### config.mk
export PLATFORM = sky130hd
export DESIGN_NAME = booth_seq_mul16
export DESIGN_NICKNAME = d
export VERILOG_FILES = /design/src/rtl/booth_seq_mul16.sv
export SDC_FILE = /design/constraint.sdc
export NUM_CORES = 1
export LEC_CHECK = 0
export CAP_MARGIN = 25
export CORE_UTILIZATION = 63
export DETAILED_ROUTE_END_ITERATION = 10
export PLACE_DENSITY = 0.94
export SYNTH_ARGS = -nofsm -noshare
export SYNTH_HDL_FRONTEND = slang
export SYNTH_SLANG_ARGS = --single-unit
### constraint.sdc
create_clock -name clk -period 7.65 [get_ports clk]
set_clock_uncertainty 0.1 [all_clocks]
set_input_delay 1.53 -clock clk [delete_from_list [all_inputs] [get_ports clk]]
set_output_delay 1.53 -clock clk [all_outputs]
set_load 0.01 [all_outputs]
### src/rtl/booth_seq_mul16.sv
`timescale 1ns/1ps
// Sequential radix-4 Modified Booth multiplier, 16x16 -> 32, signed or unsigned.
// Retires one Booth digit per clock with valid/ready handshakes on operands and product.
module booth_seq_mul16 #(
    parameter int EARLY_TERM = 0
) (
    input  logic        clk,
    input  logic        rst_n,
    input  logic        in_valid,
    output logic        in_ready,
    input  logic [15:0] a,
    input  logic [15:0] b,
    input  logic        sgn,
    output logic        out_valid,
    input  logic        out_ready,
    output logic [31:0] p,
    output logic        busy,
    output logic [3:0]  ndig
);

    localparam bit ET = (EARLY_TERM != 0);

    typedef enum logic [1:0] {S_IDLE, S_RUN, S_DONE} state_t;

    state_t      state_q, state_d;
    logic [33:0] mcand_q, mcand_d;
    logic [18:0] mplier_q, mplier_d;
    logic [33:0] acc_q, acc_d;
    logic [3:0]  ndig_q, ndig_d;
    logic [31:0] p_q, p_d;
    logic        sgn_q, sgn_d;
    logic [33:0] pp;
    logic [33:0] sum;
    logic        last_digit;
    logic        rest_zero;

    // mplier_q holds {ext b, b[-1]} shifted right 2 per digit, so bits [2:0] are always the
    // current triplet and the whole register holds exactly the not-yet-consumed bits.
    assign last_digit = (ndig_q == (sgn_q ? 4'd7 : 4'd8));
    assign rest_zero  = ET && ((mplier_q == '0) || (&mplier_q));

    always_comb begin
        pp = '0;
        case (mplier_q[2:0])
            3'b001, 3'b010: pp = mcand_q;
            3'b011:         pp = mcand_q << 1;
            3'b100:         pp = ~(mcand_q << 1) + 34'd1;
            3'b101, 3'b110: pp = ~mcand_q + 34'd1;
            default:        pp = '0;
        endcase
    end

    assign sum = acc_q + pp;

    always_ff @(posedge clk or negedge rst_n) begin
        if (!rst_n) state_q <= S_IDLE;
        else        state_q <= state_d;
    end

    always_comb begin
        state_d = state_q;
        case (state_q)
            S_IDLE:  if (in_valid) state_d = S_RUN;
            S_RUN:   if (rest_zero || last_digit) state_d = S_DONE;
            S_DONE:  if (out_ready) state_d = S_IDLE;
            default: state_d = S_IDLE;
        endcase
    end

    always_comb begin
        in_ready  = (state_q == S_IDLE);
        out_valid = (state_q == S_DONE);
        busy      = (state_q != S_IDLE);
        p         = p_q;
        ndig      = ndig_q;
    end

    always_comb begin
        mcand_d  = mcand_q;
        mplier_d = mplier_q;
        acc_d    = acc_q;
        ndig_d   = ndig_q;
        p_d      = p_q;
        sgn_d    = sgn_q;
        if (state_q == S_IDLE && in_valid) begin
            mcand_d  = sgn ? {{18{a[15]}}, a} : {18'd0, a};
            mplier_d = {(sgn ? {2{b[15]}} : 2'b00), b, 1'b0};
            acc_d    = '0;
            ndig_d   = '0;
            sgn_d    = sgn;
        end else if (state_q == S_RUN) begin
            if (rest_zero) begin
                p_d = acc_q[31:0];
            end else begin
                acc_d    = sum;
                mcand_d  = mcand_q << 2;
                mplier_d = {{2{mplier_q[18]}}, mplier_q[18:2]};
                ndig_d   = ndig_q + 4'd1;
                if (last_digit) p_d = sum[31:0];
            end
        end
    end

    always_ff @(posedge clk or negedge rst_n) begin
        if (!rst_n) begin
            mcand_q  <= '0;
            mplier_q <= '0;
            acc_q    <= '0;
            ndig_q   <= '0;
            p_q      <= '0;
            sgn_q    <= 1'b0;
        end else begin
            mcand_q  <= mcand_d;
            mplier_q <= mplier_d;
            acc_q    <= acc_d;
            ndig_q   <= ndig_d;
            p_q      <= p_d;
            sgn_q    <= sgn_d;
        end
    end

endmodule

**Yosys cells after proc, flatten, opt, wreduce, memory -nomap -nowiden**

Cells that the tools add are included.

- Bitwise logic cells: 3
- Multiplexer cells: 16
- $lt $le $gt $ge: 0
- Equal/unequal tests: 12
- Add/sub/neg operators: 4
- Reductions and logical operators: 8
- Multiply operators: 0
- Shift-type cells: 0
- Divide/modulo/power cells: 0

Operator list:

| operator | count |
|---|---|
| 34-bit two-way mux | 5 |
| 34-bit one-hot mux with 4 select lines | 1 |
| 34-bit by 1-bit adder with 34-bit output (second input constant) | 2 |
| 34-bit inverter | 2 |
| 34-bit adder | 1 |
| 19-bit two-way mux | 1 |
| 18-bit two-way mux | 1 |
| 4-bit two-way mux | 3 |
| 3-bit equality test (second input constant) | 3 |
| 2-bit two-way mux | 4 |
| 3-bit by 2-bit equality test with 1-bit output (second input constant) | 2 |
| 2-bit one-hot mux with 3 select lines | 1 |
| 3-bit AND reduction | 2 |
| 4-bit by 1-bit adder with 4-bit output (second input constant) | 1 |
| 4-bit equality test | 1 |
| 2-bit inequality test (second input constant) | 2 |
| 2-bit nonzero test | 2 |
| 2-bit OR reduction | 2 |
| 3-bit by 1-bit equality test with 1-bit output (second input constant) | 1 |
| 2-bit by 1-bit equality test with 1-bit output (second input constant) | 1 |
| 2-bit equality test (second input constant) | 1 |
| 2-bit zero test | 1 |
| 2-bit by 1-bit inequality test with 1-bit output (second input constant) | 1 |
| 1-bit logical AND | 1 |
| 1-bit inverter | 1 |

- Flip-flop bits (word level): 126
- Output and inout port bits: 39
- ROM bits: 0
- Bits in writable memories: 0
- Memories kept: 0
- Bits in latches: 0
- Input bits: 37

**Logic depth before layout (Yosys ltp)**

- Word-level depth: 6
- Depth in mapped cells: 21

**Worst setup path before layout**

OpenSTA, ideal clock, no wires.

- Path kind: reg-to-reg
- Start point: reg mcand_q[0]
- End point: reg p_q[25] (netlist: p[25])
- Slack: 2.739 ns
- Data arrival time: 4.716 ns
- Library setup time: 0.095 ns
- Cell stages (with the launch flop): 22
- Clock period less this slack: 4.911 ns
- Cell sequence: dfrtp_1 -> inv_1 -> ha_1 -> or4b_4 -> buf_6 -> or2_1 -> buf_6 -> or3_1 -> or3_4 -> nand2_2 -> xnor2_1 -> a221oi_2 -> a21oi_1 -> ha_1 -> a21oi_1 -> o21ai_0 -> a2111oi_0 -> nor3b_1 -> o21ai_0 -> a31oi_1 -> o21a_1 -> o31ai_1

- Longest elaborated chain between the ends: 4

Ends and longest elaborated chain:

| item | line | RTL |
|---|---|---|
| start, declared | 26 | `logic [33:0] mcand_q, mcand_d;` |
| start signal, assigned | 113 | `mcand_q <= mcand_d;` |
| 34-bit inverter, on equally long branches | 48, 47 |  |
| 34-bit by 1-bit adder with 34-bit output, on equally long branches | 48, 47 |  |
| 34-bit one-hot mux with 4 select lines (*) | 44 | `case (mplier_q[2:0])` |
| 34-bit adder (*) | 53 | `assign sum = acc_q + pp;` |
| end signal, assigned | 117 | `p_q <= p_d;` |
| end, declared | 30 | `logic [31:0] p_q, p_d;` |

Every way passes the cells marked *; elsewhere a longest branch is shown, timed or not.
A chain may end at the register's enable or synchronous reset.

**Final worst setup path**

- Start point: reg mcand_q[1]
- End point: reg p_q[29] (netlist: p[29])

The elaborated chain is that of the path after synthesis.

==> reports/qor.yml <==
drt-wirelength-per-cell_microns: 17.45
rsz0062_at_grt: "false"
hold_depth: 2
post-route-drc-count: 0
avgSynthCellArea_sq_um: 8.148
critPathLaunchType: "flop"
ys_ff_latch: 122
cts_root_buf: "clkbuf_16"
first_pass_iters: 8
min_path_type: "flop to flop"
synth_most_common_cell: "nand2_1"
r2r_slack_ps: 2170
dp.final_hpwl_microns: 14180
cpPeakStageDelay_ps: 590
n_antenna_cell: 0
die_y_microns: 116.0
reg2regPathDepth: 19
synthArstFlopShare_pct: 100.0
dieArea_sq_mm: 0.01344
netlist.area_leader.share_pct: 37.32
core_area_sq_mm: 0.01262
cts_buffers: 17
pin_count: 76
grt_antenna_before_repair: 0
cp.depth: 19
cts_resized: 0
period_share_pct: 71.61
crit_required_ps: 7880
cts.sinks: 122
path_delay_family: "compound AO/OA/AOI/OAI gates"
tns_ps: 0
synth_area_leaders: "dfrtp_1 (37%), o21ai_0 (7.4%), nand2_1 (7.4%)"
hold_viol: 0
ys_types: 63
clk_pin_slew_worst_paths_ps: 60
worstSetupPathType: "flop to flop"
slew_headroom_pct: 42.21
yosysSeqAreaShare_pct: 37.32
via_count: 7703
synth_edf_count: 0
vias_per_cell: 6.371
syn-cell-area_sq_mm: 0.008180
layout-drive-gt1-share_pct: 5.882
synthesis.nets: 1075
setup_viol: 0
grt_max_degree: 81
wirelength_microns: 21090
crit_arrival_ps: 5710
crit_buf_inv: 1
syn_to_final_growth_pct: 15.45
fillers: 932
htreeDepth: 4
ys_warn_count: 0
yosys.area.top_type: "dfrtp_1"
nets: 1097
cts.path.max_buffers: 2
fmax_ghz: 0.1825
globalRoute.totalOverflow: 0
drv_slew: 0
yosys-top-cells-count: "nand2_1 (161), dfrtp_1 (122), o21ai_0 (121)"
cts.hold.buffers_added: 0
rows: 41
die_w_microns: 116.0
worstMarginPinSlew_ps: 863.0
io_buffers: 75
worst-path-max-fanout: 9
crit_slowest_cell: "a2111oi_0"
start_util_pct: 64.82
path_cells: "inv_1, ha_1, or4b_4, or2_1, or3_1, or3_4, nand2_2, xnor2_1, a221oi_2, a21oi_1, ha_1, a21oi_1, o21ai_0, a2111oi_0, nor3b_1, o21ai_0, a211oi_1, o21a_1, o31ai_1"
antenna_left: 0
drtIter0Drc: 946
first_global_vias: 7272
clock_latency_ps: 430
status: "complete, no violations"
netlist_instances: 1004
postCtsSetupRepairBufs: 0
cts_tree: "done"
end_kind: "flop"
fin_crit_ps: 5478
gp_congestion: 0.9545
synthFlopType: "dfrtp_1"
grt_pass1_wl_microns: 35220
drv_cap: 0
grtUsageTotal_pct: 33.59
-- metrics by stage --
stage	area [sq um]	hold slack [ps]	util, %	std cells	setup WS [ps]
after floorplan	8180	346.3	-	1004	2739
after global placement	8887	360.5	70.42	1178	2392
after detailed placement	8887	364.6	70.42	1178	2240
after CTS	9424	380.8	74.68	1208	2228
after global routing	9444	391.9	74.84	1209	1801
final	9444	376.2	74.84	1209	2172
-- worst paths after layout --
check,startpoint,to
max in group asynchronous,rst_n,mcand_q[5]
setup reg to reg,mcand_q[1],p[29]
hold reg to reg,p[14],p[14]
min in group asynchronous,rst_n,p[24]
hold / removal,p[14],p[14]
setup / recovery,mcand_q[1],p[29]
-- final cells by class --
class                           count  area, sq um  area share (%)
Clock buffer                       22        464.2           4.915
Clock inverter                      8        72.57          0.7684
Timing Repair Buffer               86        843.3           8.930
Tap cell                          172        215.2           2.279
Inverter                           14        52.55          0.5564
Sequential cell                   122         3053           32.33
Multi-Input combinational cell    785         4743           50.23
-- worst min-delay path: stages (launching register included) --
cell and delay (ps):
dfrtp_1 340, nand2_1 40, o21ai_0 60
-- sequential cells by signal, indices dropped and copies added, names as in the netlist --
register,flops
state_q,2
p,32
mcand_q,32
mplier_q,19
ndig,4
sgn_q,1
acc_q,32
-- cell families after synthesis --
group                    after synthesis  synth area share [%]
AO/OA/AOI/OAI                        325                 24.30
buffers and inverters                 97                 4.818
flip-flops                           122                 37.32
adder cells (fa/ha/maj)               34                 5.292
multiplexers                          11                 1.407
XOR/XNOR                              59                 6.317
AND/OR/NAND/NOR                      356                 20.54
-- cells in the final DEF (no fill, tap or decap), drive strengths merged, types with 7 or more instances in the layout --
master         count
a21oi             66
o21ai            121
nor4              11
clkbuf            22
a221oi            10
a21o              11
inv               14
or2                8
nor3              21
buf               12
o21a              11
nand4              8
a31oi             11
nand2            162
mux2i              7
dfrtp            122
ha                33
o31ai             12
xor2              25
a22oi             42
or3                8
nor2b              7
nor2              54
nand2b            12
o22ai             10
xnor2             34
nand3             41
clkdlybuf4s50     74
-- routing by layer --
metal | part of all wire (%) | vias up | wire length [microns] | GRT usage (%)
met3 | 7.9 | 59 | 1662 | 8.264
met4 | 2.4 | 0 | 511 | 14.36
met5 | 0 | - | 0 | 0
li1 | - | 3641 | - | -
met1 | 42 | 3645 | 8895 | 44.07
met2 | 48 | 358 | 10020 | 53.10
Power is not shown: default switching activity piles up to over one toggle a cycle in this logic, so the estimate is an artifact.
